**config.mk**
```make
export PLATFORM = sky130hd
export DESIGN_NAME = product_accumulator_flat
export DESIGN_NICKNAME = d
export VERILOG_FILES = /design/src/rtl/product_accumulator_pkg.sv /design/src/rtl/product_accumulator_if.sv /design/src/rtl/product_accumulator_sat_add.sv /design/src/rtl/product_accumulator.sv /design/src/flat_wrapper.sv
export SDC_FILE = /design/constraint.sdc
export NUM_CORES = 1
export LEC_CHECK = 0
export CAP_MARGIN = 20
export CORE_ASPECT_RATIO = 0.8
export CORE_MARGIN = 5
export CORE_UTILIZATION = 58
export CTS_CLUSTER_SIZE = 30
export DETAILED_ROUTE_END_ITERATION = 6
export PLACE_DENSITY = 0.95
export SLEW_MARGIN = 30
export SYNTH_ARGS = -nofsm -noshare
export SYNTH_HDL_FRONTEND = slang
export SYNTH_SLANG_ARGS = --single-unit
export TNS_END_PERCENT = 20
```
**constraint.sdc**
```tcl
create_clock -name clk -period 4.2 [get_ports clk]
set_clock_uncertainty 0.2 [all_clocks]
set_input_delay 0.84 -clock clk [delete_from_list [all_inputs] [get_ports clk]]
set_output_delay 0.84 -clock clk [all_outputs]
set_load 0.005 [all_outputs]
```
**src/rtl/product_accumulator_pkg.sv**
```systemverilog
// Shared types and default widths for the product accumulator.
// Widths match the 4x4 shift-add multiplier feeding it.
package product_accumulator_pkg;

  localparam int PW_D    = 8;
  localparam int AW_D    = 10;
  localparam int LEN_W_D = 4;

  typedef enum logic [1:0] {
    IDLE  = 2'd0,
    ACCUM = 2'd1,
    HOLD  = 2'd2
  } state_t;

endpackage

```
**src/rtl/product_accumulator_if.sv**
```systemverilog
// Product input stream, frame control and result port.
// The producer/consumer side uses master, the accumulator slave.
interface product_accumulator_if
  import product_accumulator_pkg::*;
#(
  parameter int PW    = PW_D,
  parameter int AW    = AW_D,
  parameter int LEN_W = LEN_W_D
);

  logic             clear;
  logic [LEN_W-1:0] frame_len;
  logic             in_valid;
  logic             in_ready;
  logic [PW-1:0]    in_prod;
  logic             out_valid;
  logic             out_ready;
  logic [AW-1:0]    out_sum;
  logic             out_ovf;
  logic [LEN_W:0]   out_beats;

  modport master (
    output clear, frame_len,
    output in_valid, in_prod,
    output out_ready,
    input  in_ready,
    input  out_valid, out_sum,
    input  out_ovf, out_beats
  );

  modport slave (
    input  clear, frame_len,
    input  in_valid, in_prod,
    input  out_ready,
    output in_ready,
    output out_valid, out_sum,
    output out_ovf, out_beats
  );

endinterface

```
**src/rtl/product_accumulator_sat_add.sv**
```systemverilog
// Saturating add of a zero-extended product onto the accumulator.
// Purely combinational; carry reports that the sum was clamped.
module sat_add #(
  parameter int PW = 8,
  parameter int AW = 10
) (
  input  logic [AW-1:0] acc,
  input  logic [PW-1:0] opnd,
  output logic [AW-1:0] sum,
  output logic          carry
);

  logic [AW:0] raw;

  assign raw   = {1'b0, acc} + (AW+1)'(opnd);
  assign carry = raw[AW];
  assign sum   = carry ? '1 : raw[AW-1:0];

endmodule

```
**src/rtl/product_accumulator.sv**
```systemverilog
// Sums a programmable-length frame of products into a saturating
// accumulator and presents the result on a registered output port.
module product_accumulator
  import product_accumulator_pkg::*;
#(
  parameter int PW    = PW_D,
  parameter int AW    = AW_D,
  parameter int LEN_W = LEN_W_D
) (
  input logic clk,
  input logic rst,
  product_accumulator_if.slave bus
);

  localparam logic [LEN_W:0] FULL = {1'b1, {LEN_W{1'b0}}};
  localparam logic [LEN_W:0] ONE  = {{LEN_W{1'b0}}, 1'b1};

  state_t         state, state_n;
  logic [AW-1:0]  acc, acc_n, add_sum;
  logic           ovf, ovf_n, add_c;
  logic [LEN_W:0] cnt, cnt_n;
  logic [LEN_W:0] len, len_n, first_len;
  logic           accept, take, load;

  sat_add #(.PW(PW), .AW(AW)) u_add (
    .acc   (acc),
    .opnd  (bus.in_prod),
    .sum   (add_sum),
    .carry (add_c)
  );

  assign first_len = (bus.frame_len == '0)
                   ? FULL : {1'b0, bus.frame_len};

  assign bus.in_ready = !rst && !bus.clear
                      && (state != HOLD || bus.out_ready);

  assign accept = bus.in_valid && bus.in_ready;
  assign take   = bus.out_valid && bus.out_ready;

  always_comb begin
    state_n = state;
    acc_n   = acc;
    ovf_n   = ovf;
    cnt_n   = cnt;
    len_n   = len;
    load    = 1'b0;
    unique case (state)
      IDLE, HOLD: begin
        // HOLD doubles as IDLE so a take plus beat has no bubble
        if (accept) begin
          acc_n   = AW'(bus.in_prod);
          ovf_n   = 1'b0;
          cnt_n   = ONE;
          len_n   = first_len;
          state_n = (first_len == ONE) ? HOLD : ACCUM;
          load    = (first_len == ONE);
        end else if (state == HOLD && take) begin
          state_n = IDLE;
        end
      end
      ACCUM: begin
        if (accept) begin
          acc_n = add_sum;
          ovf_n = ovf | add_c;
          cnt_n = cnt + ONE;
          if (cnt_n == len) begin
            state_n = HOLD;
            load    = 1'b1;
          end
        end
      end
      default: state_n = IDLE;
    endcase
  end

  always_ff @(posedge clk) begin
    if (rst) begin
      state         <= IDLE;
      acc           <= '0;
      cnt           <= '0;
      len           <= '0;
      ovf           <= 1'b0;
      bus.out_valid <= 1'b0;
      bus.out_sum   <= '0;
      bus.out_ovf   <= 1'b0;
      bus.out_beats <= '0;
    end else if (bus.clear) begin
      state         <= IDLE;
      acc           <= '0;
      cnt           <= '0;
      bus.out_valid <= 1'b0;
    end else begin
      state <= state_n;
      acc   <= acc_n;
      ovf   <= ovf_n;
      cnt   <= cnt_n;
      len   <= len_n;
      if (load) begin
        bus.out_valid <= 1'b1;
        bus.out_sum   <= acc_n;
        bus.out_ovf   <= ovf_n;
        bus.out_beats <= cnt_n;
      end else if (take) begin
        bus.out_valid <= 1'b0;
      end
    end
  end

endmodule

```
**src/flat_wrapper.sv**
```systemverilog
// flat-port wrapper written by rule: the top's interface ports become plain ports
module product_accumulator_flat import product_accumulator_pkg::*;
#(
  parameter int PW    = PW_D,
  parameter int AW    = AW_D,
  parameter int LEN_W = LEN_W_D
)
  (clk, rst, bus_clear, bus_frame_len, bus_in_valid, bus_in_prod, bus_out_ready, bus_in_ready, bus_out_valid, bus_out_sum, bus_out_ovf, bus_out_beats);
  product_accumulator_if #(.PW(PW), .AW(AW), .LEN_W(LEN_W)) bus_i ();
  input logic clk;
  input logic rst;
  input wire logic [$bits(bus_i.clear)-1:0] bus_clear;
  input wire logic [$bits(bus_i.frame_len)-1:0] bus_frame_len;
  input wire logic [$bits(bus_i.in_valid)-1:0] bus_in_valid;
  input wire logic [$bits(bus_i.in_prod)-1:0] bus_in_prod;
  input wire logic [$bits(bus_i.out_ready)-1:0] bus_out_ready;
  output wire logic [$bits(bus_i.in_ready)-1:0] bus_in_ready;
  output wire logic [$bits(bus_i.out_valid)-1:0] bus_out_valid;
  output wire logic [$bits(bus_i.out_sum)-1:0] bus_out_sum;
  output wire logic [$bits(bus_i.out_ovf)-1:0] bus_out_ovf;
  output wire logic [$bits(bus_i.out_beats)-1:0] bus_out_beats;
  assign bus_i.clear = bus_clear;
  assign bus_i.frame_len = bus_frame_len;
  assign bus_i.in_valid = bus_in_valid;
  assign bus_i.in_prod = bus_in_prod;
  assign bus_i.out_ready = bus_out_ready;
  assign bus_in_ready = bus_i.in_ready;
  assign bus_out_valid = bus_i.out_valid;
  assign bus_out_sum = bus_i.out_sum;
  assign bus_out_ovf = bus_i.out_ovf;
  assign bus_out_beats = bus_i.out_beats;
  product_accumulator #(.PW(PW), .AW(AW), .LEN_W(LEN_W)) u_core (.clk(clk), .rst(rst), .bus(bus_i));
endmodule
```
# == Yosys cells after proc, flatten, opt, wreduce, memory -nomap -nowiden ==
# Cells that the tools add are included.
# classes
n_addsub,2
eq_ne,8
n_mux,23
n_bitwise,2
n_reduce_logical,16
# ops
operator,n
$mux W10,3
$pmux W10 S2,1
$mux W5,3
$add A10 B8 Y11,1
$mux W2,5
$pmux W5 S2,1
$mux W1,7
$reduce_and A3 Y1,2
$add A5 B1 Y5 const B,1
$eq A5 B1 Y1 const B,1
$eq A5 B5 Y1,1
$logic_and A1 B1 Y1,5
$logic_not A4 Y1,1
$ne A2 B1 Y1 const B,2
$pmux W1 S2,2
$pmux W2 S2,1
$reduce_or A2 Y1,2
$ne A3 B1 Y1 const B,1
$eq A2 B1 Y1 const B,1
$eq A2 B2 Y1 const B,1
$logic_not A1 Y1,2
$logic_not A2 Y1,1
$ne A2 B2 Y1 const B,1
$reduce_and A2 Y1,1
4 further kinds,4
# word_totals
ff_bits,40
input_bits,17
out_inout_bits,18
elab_cells,60

# == Logic depth before layout (Yosys ltp) ==
# Gate-level depths: netlist (run 1).
# logic_depth
ltp_word,7
ltp_mapped,10

# == By module ==
# A second synthesis (run 1) with hierarchy kept.
# unflattened
hier_cells,301
hier_area_um2,2508.7
# modules_own_cells
mod,n_inst,cells_each,area_each_um2,seq_area_each_um2
product_accumulator,1,231,1953.1,800.8
sat_add,1,70,555.5,0.0

# == Least setup slack after synthesis (run 1) ==
# OpenSTA, ideal clock, no wires.
# synth_path
path_kind,input -> register
from,input bus_in_prod[0]
to,register u_core.bus.out_sum[0]
setup_time_ns,0.142
t_arrival_ns,2.720
required_ns,3.858
path_slack_ns,1.138
path_stages,8
n_path_buf,0
cell_sequence,ha_1 fa_1 a211oi_1 o211ai_1 nand4_1 nand2b_1 a222oi_1 a211oi_2
# synth_via
elab_chain_cells,4
word_cells_on_any_way,5
classes_between,add/sub (1); mux (4)
# synth_lines
element,line_no,rtl
from (decl),flat_wrapper.sv:15,input wire logic [$bits(bus_i.in_prod)-1:0] bus_in_prod;
$add A10 B8 Y11,product_accumulator_sat_add.sv:15,"assign raw = {1'b0, acc} + (AW+1)'(opnd);"
$mux W10,product_accumulator_sat_add.sv:17,assign sum = carry ? '1 : raw[AW-1:0];
$mux W10,product_accumulator.sv:63,if (accept) begin
$pmux W10 S2 (*),product_accumulator.sv:48,unique case (state)
to (signal assigned),product_accumulator.sv:101,bus.out_sum <= acc_n;
to (decl),product_accumulator_if.sv:36,"output out_valid, out_sum,"
# Mark *: on every way between the ends. The rest lies on a longest branch, timed or not.
# A chain may end at the register's enable or synchronous reset.

# == Final worst setup path (run 1) ==
# layout_path
from,input bus_in_prod[0]
to,register u_core.bus.out_sum[1]
# layout_via
elab_chain_cells,4
# layout_lines
element,line_no
$add A10 B8 Y11,product_accumulator_sat_add.sv:15
$mux W10,product_accumulator_sat_add.sv:17
$mux W10,product_accumulator.sv:63
$pmux W10 S2,product_accumulator.sv:48
# No other way between the ends.

==> results of run 1 <==
## per-layer routing
layer / up-vias / share of wire / GRT usage
met5: - / 0 / 0
met1: 1026 / 0.44 / 0.341
met2: 131 / 0.45 / 0.365
li1: 987 / - / -
met4: 0 / 0.027 / 0.133
met3: 17 / 0.088 / 0.0581
## through the flow
stage	utilization	hold slack (ns)	instances	cell area [µm²]	power (mW)
after floorplan	-	0.266	254	2320	0.452
after global routing	0.724	0.299	342	2770	0.840
final	0.724	0.280	342	2770	0.813
after CTS	0.724	0.284	342	2770	0.808
after global placement	0.694	0.263	334	2660	0.483
after detailed placement	0.694	0.269	334	2660	0.487
## kinds of logic after synthesis
family | after synthesis
xor+xnor | 13
flops | 40
mux | 12
compound gates | 75
buf+inv | 20
simple gates | 83
fa+ha+maj | 11
## critical path, stage by stage
cell	delay [ns]
clkdlybuf4s50_1	0.43
ha_1	0.25
fa_1	0.45
a211oi_1	0.36
o211ai_1	0.19
nand4_1	0.38
nand2b_1	0.12
a222oi_1	0.45
a211oi_2	0.13
## power groups by stage
| stage | Combinational [mW] | Clock [mW] | Sequential (mW) |
|---|---|---|---|
| 4_1_cts | 0.0922 | 0.329 | 0.387 |
| 5_1_grt | 0.100 | 0.352 | 0.388 |
| 3_5_place_dp | 0.0915 | 0 | 0.396 |
| 2_1_floorplan | 0.0574 | 0 | 0.394 |
| 3_3_place_gp | 0.0877 | 0 | 0.396 |
| 6_report | 0.0943 | 0.331 | 0.387 |
## state kept, by name, indices dropped and copies added (netlist names)
register / cells
u_core.state: 2
u_core.acc: 10
u_core.ovf: 1
u_core.len: 5
u_core.cnt: 5
u_core.bus.out_beats: 5
u_core.bus.out_valid: 1
u_core.bus.out_ovf: 1
u_core.bus.out_sum: 10
## cell usage in the layout, fill, tap and decap left out, types with 6 or more instances in the layout
cell             instances
ha_1                    10
nor2_1                  43
a21oi_1                 18
a211oi_2                 6
nand2b_1                 7
inv_1                    8
xnor2_1                  9
dfxtp_1                 40
a211oi_1                 7
clkdlybuf4s50_1         34
o21ai_0                  9
mux2i_1                 11
## worst min-delay path by stage
stage,from,endpoint,cells after the start
finish,u_core.bus.out_ovf,u_core.bus.out_ovf,2
CTS,u_core.bus.out_sum[9],u_core.bus.out_sum[9],2
floorplan,u_core.bus.out_ovf,u_core.bus.out_ovf,2
global placement,u_core.bus.out_ovf,u_core.bus.out_ovf,2
detailed placement,u_core.bus.out_sum[9],u_core.bus.out_sum[9],2
global route,u_core.bus.out_ovf,u_core.bus.out_ovf,2
## final cells by class
| cell class | count | area, µm² | share of cell area |
|---|---|---|---|
| multi-input combinational | 194 | 1390 | 0.503 |
| sequential | 40 | 801 | 0.289 |
| timing repair buffer | 37 | 363 | 0.131 |
| clock buffer | 5 | 68.8 | 0.0248 |
| tap | 55 | 68.8 | 0.0248 |
| clock inverter | 3 | 46.3 | 0.0167 |
| inverter | 8 | 30.0 | 0.0108 |
==> flow_summary.toml, run 1 <==
[status]
status = "complete, no violations"

[routing]
drtIter0Drc = 367
drt_wl_total_mm = 6.23
avgRoutedWirePerCell_um = 18.2
firstDrtPassIters = 5
via_count = 2161
vias_per_cell = 6.32
drc_errors = 0
drtAntennaViolNets = 0

[cts]
clk_pin_slew_ns = 0.08
cts.sinks = 40
h-tree-depth = 2
cts-resized-gates = 0
insertion_delay_ns = 0.31
numCtsBuffers = 5
postCtsHoldBufs = 0
cts_setup_buffers = 0
root_buffer = "clkbuf_8"
cts_tree = "built"
clock_path_buffers = 2

[floorplan]
core_area_um2 = 3830
initial_core_util = 0.605
die_h_um = 66.5
die_area_um2 = 5360
ios = 35
die_w_um = 80.7
rows = 20

[power]
power.switching_uw = 209
p_int_uw = 604
power.leakage_nw = 0.987
p_seq_frac = 0.476
powerDensity_nw_per_um2 = 293
peakVddDrop_v = 0.000266
power_frac_comb = 0.116
clkPwrFrac = 0.407
swShare = 0.257

[worst_setup_path]
r2r_end = "u_core.bus.out_sum[1]"
worstSetupPathType = "in -> reg"
end_kind = "flop"
crit_required_ns = 4.18
worst-path-max-fanout = 9
crit_arrival_ns = 3.60
r2r_cells = 8
reg2reg_from = "u_core.acc[0]"
r2r_slack_ns = 1.26
cp-start-kind = "input port"
critical_path.startpoint = "bus_in_prod[0]"
critPathCapture = "u_core.bus.out_sum[1]"

[synth]
netlist_area_um2 = 2320
synthAdderAreaFrac = 0.0627
synth_top_area_share = 0.346
synth.largest_area_cell = "dfxtp_1"
synth_mux_area_frac = 0.0540
ys_types = 53
syn_nets = 282
synth_enable_flop_cells = 0
ys_top_cells_by_count = "nor2_1, dfxtp_1, a21oi_1"
yosysWarnings = 0
synthArstFlopShare = 0
synth-compound-area-share = 0.254
synth_xor_area_frac = 0.0492
avgSynthCellArea_um2 = 9.12
yosysMostFrequentCell = "nor2_1"
ys_top_cells_by_area = "dfxtp_1, nor2_1, ha_1"
synth_top_family_by_area = "compound AO/OA/AOI/OAI gates"
seq_area_frac_synth = 0.346
synth-simple-area-share = 0.182
synth_cells = 254
ys_ff_latch = 40
synthFlopType = "dfxtp_1"

[worst_hold_path]
hold_class = "reg -> reg"

[placed_design]
dpl_worst_slack_ns = 0.346
hpwl_mm = 4.36
gp_congestion = 0.898
portBuffers = 34

[global_route]
grt_pass1_vias = 2066
grt_pass1_wl_mm = 10.1
antenna_found_initial = 0
grt_max_degree = 30
track_usage = 0.250
gr-total-overflow = 0

[timing]
tns_ns = 0
rsz0062_at_grt = "false"
setup_violations = 0
slew_headroom = 0.439
timing.final.crit_share = 0.861
min_period_ns = 3.62
fin_ws_ns = 0.584
slew_viol_final = 0
max_freq_mhz = 277
hold_viol_final = 0
tightest_slew_ns = 0.839

[finish]
finish.net_count = 314
syn_to_final_growth_pct = 19.7
n_antenna_cell = 0
layout-drive-gt1-share = 0.101
fill_cells = 264

[flow_run]
cap_violations = 0
Power figures use the tool's default switching activity.
==> inputs of run 2 (changes only) <==
- CORE_UTILIZATION: 58 -> 25
- PLACE_DENSITY: 0.95 -> 0.55
- SLEW_MARGIN: 30 -> not set
==> flow_summary.toml, run 2 (same netlist as run 1, synthesis figures left out) <==
[worst_setup_path]
cp-start-kind = "input port"
cpPeakStageDelay_ns = 0.52
crit_path_frequent_cell = "clkdlybuf4s50_1"
crit_required_ns = 3.16
crit_arrival_ns = 2.49
worstSetupPathType = "in -> out"
worst-path-max-fanout = 15
end_kind = "primary output"
crit_path_top_delay_cell = "clkdlybuf4s50_1"
path_cells = "clkdlybuf4s50_1 > or2_2 > nor2_1 > clkdlybuf4s50_1"

[timing]
min_period_ns = 3.53
slew_headroom = 0.483
slew_viol_final = 0
hold_viol_final = 0
setup_violations = 0
rsz0062_at_grt = "false"
fin_ws_ns = 0.669
tns_ns = 0
max_freq_mhz = 283
timing.final.crit_share = 0.841
tightest_slew_ns = 0.774

[placed_design]
gp_congestion = 0.866
portBuffers = 34
dpl_worst_slack_ns = 0.426
hpwl_mm = 4.44

[status]
status = "complete, no violations"

[finish]
fill_cells = 911
layout_common_cells = "nor2_1, dfxtp_1, clkdlybuf4s50_1"
final_common_cell = "nor2_1"
seq_area_um2 = 801
multi_input_area_um2 = 1390
reg.largest.list = "u_core.acc: 10 flops, u_core.bus.out_sum: 10 flops"
layout-drive-gt1-share = 0.0979
syn_to_final_growth_pct = 26.0
n_antenna_cell = 0
finish.net_count = 313

[cts]
insertion_delay_ns = 0.28
clock_path_buffers = 2
numCtsBuffers = 5
h-tree-depth = 2
clk_pin_slew_ns = 0.06
cts_setup_buffers = 0
cts_tree = "built"
cts-resized-gates = 0
postCtsHoldBufs = 0
cts.sinks = 40
root_buffer = "clkbuf_16"

[routing]
drt_wl_total_mm = 6.01
avgRoutedWirePerCell_um = 15.0
drtAntennaViolNets = 0
firstDrtPassIters = 4
drtIter0Drc = 170
drc_errors = 0
via_count = 1976
vias_per_cell = 4.93

[power]
powerDensity_nw_per_um2 = 323
power.leakage_nw = 1.02
power_frac_comb = 0.097
clkPwrFrac = 0.491
power.switching_uw = 205
finalPower_uw = 943
peakVddDrop_v = 0.000170
swShare = 0.217
p_seq_frac = 0.411
p_int_uw = 738

[floorplan]
ios = 35
die_area_um2 = 11300
die_w_um = 118
core_area_um2 = 9040
initial_core_util = 0.256
die_h_um = 96.1
rows = 31

[flow_run]
cap_violations = 0

[global_route]
grt_pass1_wl_mm = 9.87
grt_max_degree = 25
grt_pass1_vias = 1947
track_usage = 0.108
gr-total-overflow = 0
antenna_found_initial = 0

[worst_hold_path]
hold_class = "reg -> reg"
run 2: changes by cell type in the layout (fill, tap and decap cells not counted):
| cell | delta |
|---|---|
| buf_12 | +1 |
| clkinvlp_4 | -1 |
| buf_4 | -2 |
| clkbuf_8 | -3 |
| inv_6 | -1 |
| clkbuf_16 | +5 |
run 2: layer usage:
layer / wire, µm / share of wire / track usage
met5: 0 / 0 / 0
met3: 264 / 0.044 / 0.0200
met2: 2480 / 0.41 / 0.160
met1: 3120 / 0.52 / 0.153
met4: 148 / 0.025 / 0.0458
run 2: per-stage QoR:
step	instances	utilization	cell area (µm²)	hold slack, ns
6_report	401	0.323	2920	0.279
5_1_grt	401	0.323	2920	0.313
4_1_cts	401	0.323	2920	0.283
3_5_place_dp	393	0.303	2740	0.270
3_3_place_gp	393	0.303	2740	0.265
2_1_floorplan	254	-	2320	0.266
run 2: power groups by stage:
stage / combinational [mW] / clock, mW / sequential [mW]
after floorplan: 0.0574 / 0 / 0.394
after global placement: 0.0905 / 0 / 0.396
after detailed placement: 0.0906 / 0 / 0.396
after CTS: 0.0916 / 0.473 / 0.388
after global routing: 0.101 / 0.494 / 0.388
final: 0.0918 / 0.463 / 0.388
run 2: area by class of cell:
class / count / share of cell area
clock buffers: 7 / 0.0523
clock inverters: 1 / 0.0103
inverters: 8 / 0.0103
multi-input cells: 194 / 0.477
flip-flops and latches: 40 / 0.274
well taps: 115 / 0.0493
repair buffers: 36 / 0.126
run 2: critical path: cells and delay by family:
kind,cells,cell delay (ns)
buffers and inverters,2,1.00
and+or+nand+nor,2,0.64
run 2: worst paths after layout:
path,cells after the start,startpoint,slack (ns),endpoint
min,2,u_core.bus.out_sum[9],0.28,u_core.bus.out_sum[9]
min reg2reg,2,u_core.bus.out_sum[9],0.28,u_core.bus.out_sum[9]
max reg2reg,8,u_core.acc[0],1.40,u_core.bus.out_sum[5]
max,4,bus_clear,0.67,bus_in_ready
==> RTL edit, RTL diff (flow settings as in run 1) <==
Encoding of `state_t`: now one-hot (3 bits for 3 states).
--- a/src/rtl/product_accumulator_pkg.sv
+++ b/src/rtl/product_accumulator_pkg.sv
@@ -6,10 +6,10 @@
   localparam int AW_D    = 10;
   localparam int LEN_W_D = 4;
 
-  typedef enum logic [1:0] {
-    IDLE  = 2'd0,
-    ACCUM = 2'd1,
-    HOLD  = 2'd2
+  typedef enum logic [2:0] {
+    IDLE  = 3'b001,
+    ACCUM = 3'b010,
+    HOLD  = 3'b100
   } state_t;
 
 endpackage
Function: no difference found for any inputs over 4 cycles, from zero or initial values and one cycle with rst high; so few cycles prove little.
==> RTL edit against run 1 <==
- die area is 8.2% higher
- first-iteration DRC count is 16% lower
- count of clock-buffer cells in the layout is 1 higher
- final cell count is 7.3% higher
- power is 5.5% lower
- sequential cell count is 1 higher
- global-route usage is 1.4 points lower
- sequential share of layout area is 1.1 points lower
- final area is 6.7% higher
- wire length is 5.8% higher
- synthesized area is 9.5% higher
- worst setup slack better by 0.21 ns
- critical endpoint is now bus_in_ready
==> RTL edit: results <==
INSERT INTO impl_metrics (metric_group, metric, value, unit) VALUES
('timing', 'max_freq', '293', 'MHz'),
('timing', 'worst_slew_margin_rel', '57.8', '%'),
('yosys', 'syn_avg_cell_area', '9.09', 'µm²'),
('critical_path', 'rrSetupSlack', '1.42', 'ns'),
('yosys', 'synthMuxAreaShare', '3.95', '%'),
('critical_path', 'cp_top_family', 'buffers and inverters', ''),
('cells_and_area', 'num-nets-final', '337', ''),
('placed_design', 'post-place-cells', '359', ''),
('grt', 'globalRouteMet3Util', '7.38', '%'),
('detailed_routing', 'met2_length', '2930', 'µm'),
('yosys', 'synth_compound_area_share', '23.8', '%'),
('critical_path', 'critical_path.reg2reg.endpoint', 'u_core.bus.out_sum[0]', ''),
('pwr', 'p_leak', '1.07', 'nW'),
('detailed_routing', 'route.met3.wl', '579', 'µm'),
('critical_path', 'cp_slowest_cell', 'clkdlybuf4s50_1', ''),
('placed_design', 'dp_hpwl', '4730', 'µm'),
('yosys', 'synth_common_cells', 'nor2_1 (50), dfxtp_1 (41), a21oi_1 (12)', ''),
('yosys', 'mappedNetlistNets', '307', ''),
('placed_design', 'place_area', '2870', 'µm²'),
('timing', 'whs', '0.296', 'ns'),
('outcome', 'status', 'finished, final reports clean', ''),
('cells_and_area', 'final_layout_size_suffix_gt1_share', '11.9', '%'),
('grt', 'wire_length_of_the_first_global_routing_pass', '11200', 'µm'),
('critical_path', 'critical_path.endpoint', 'bus_in_ready', ''),
('grt', 'grt_max_degree', '25', '');
## RTL edit: changes by cell type in the layout (fill, tap and decap cells not counted), sizes merged, moves of 4 or more
| cell | change |
|---|---|
| nor3 | +8 |
| a21oi | -7 |
| nor2 | +7 |
| nor2b | +5 |
| inv | -4 |
| nor3b | +4 |
## RTL edit: cell type report
class	instances	area, µm²
Clock buffer	6	72.6
Clock inverter	2	15.0
Fill cell	312	1250
Inverter	5	18.8
Multi-Input combinational cell	216	1570
Sequential cell	41	821
Tap cell	57	71.3
Timing Repair Buffer	40	385
## RTL edit: cell families (layout without fill, tap and decap cells)
family / Yosys count / after routing
mux: 10 / 10
xor+xnor: 14 / 14
simple gates: 104 / 104
buf+inv: 22 / 53
fa+ha+maj: 12 / 12
compound gates: 76 / 76
flops: 41 / 41
## RTL edit: report_power, final
group	total, W	switching (W)	internal, W
combinational	0.000103	0.0000557	0.0000471
sequential	0.000401	0.00000788	0.000393
clock	0.000265	0.000148	0.000117
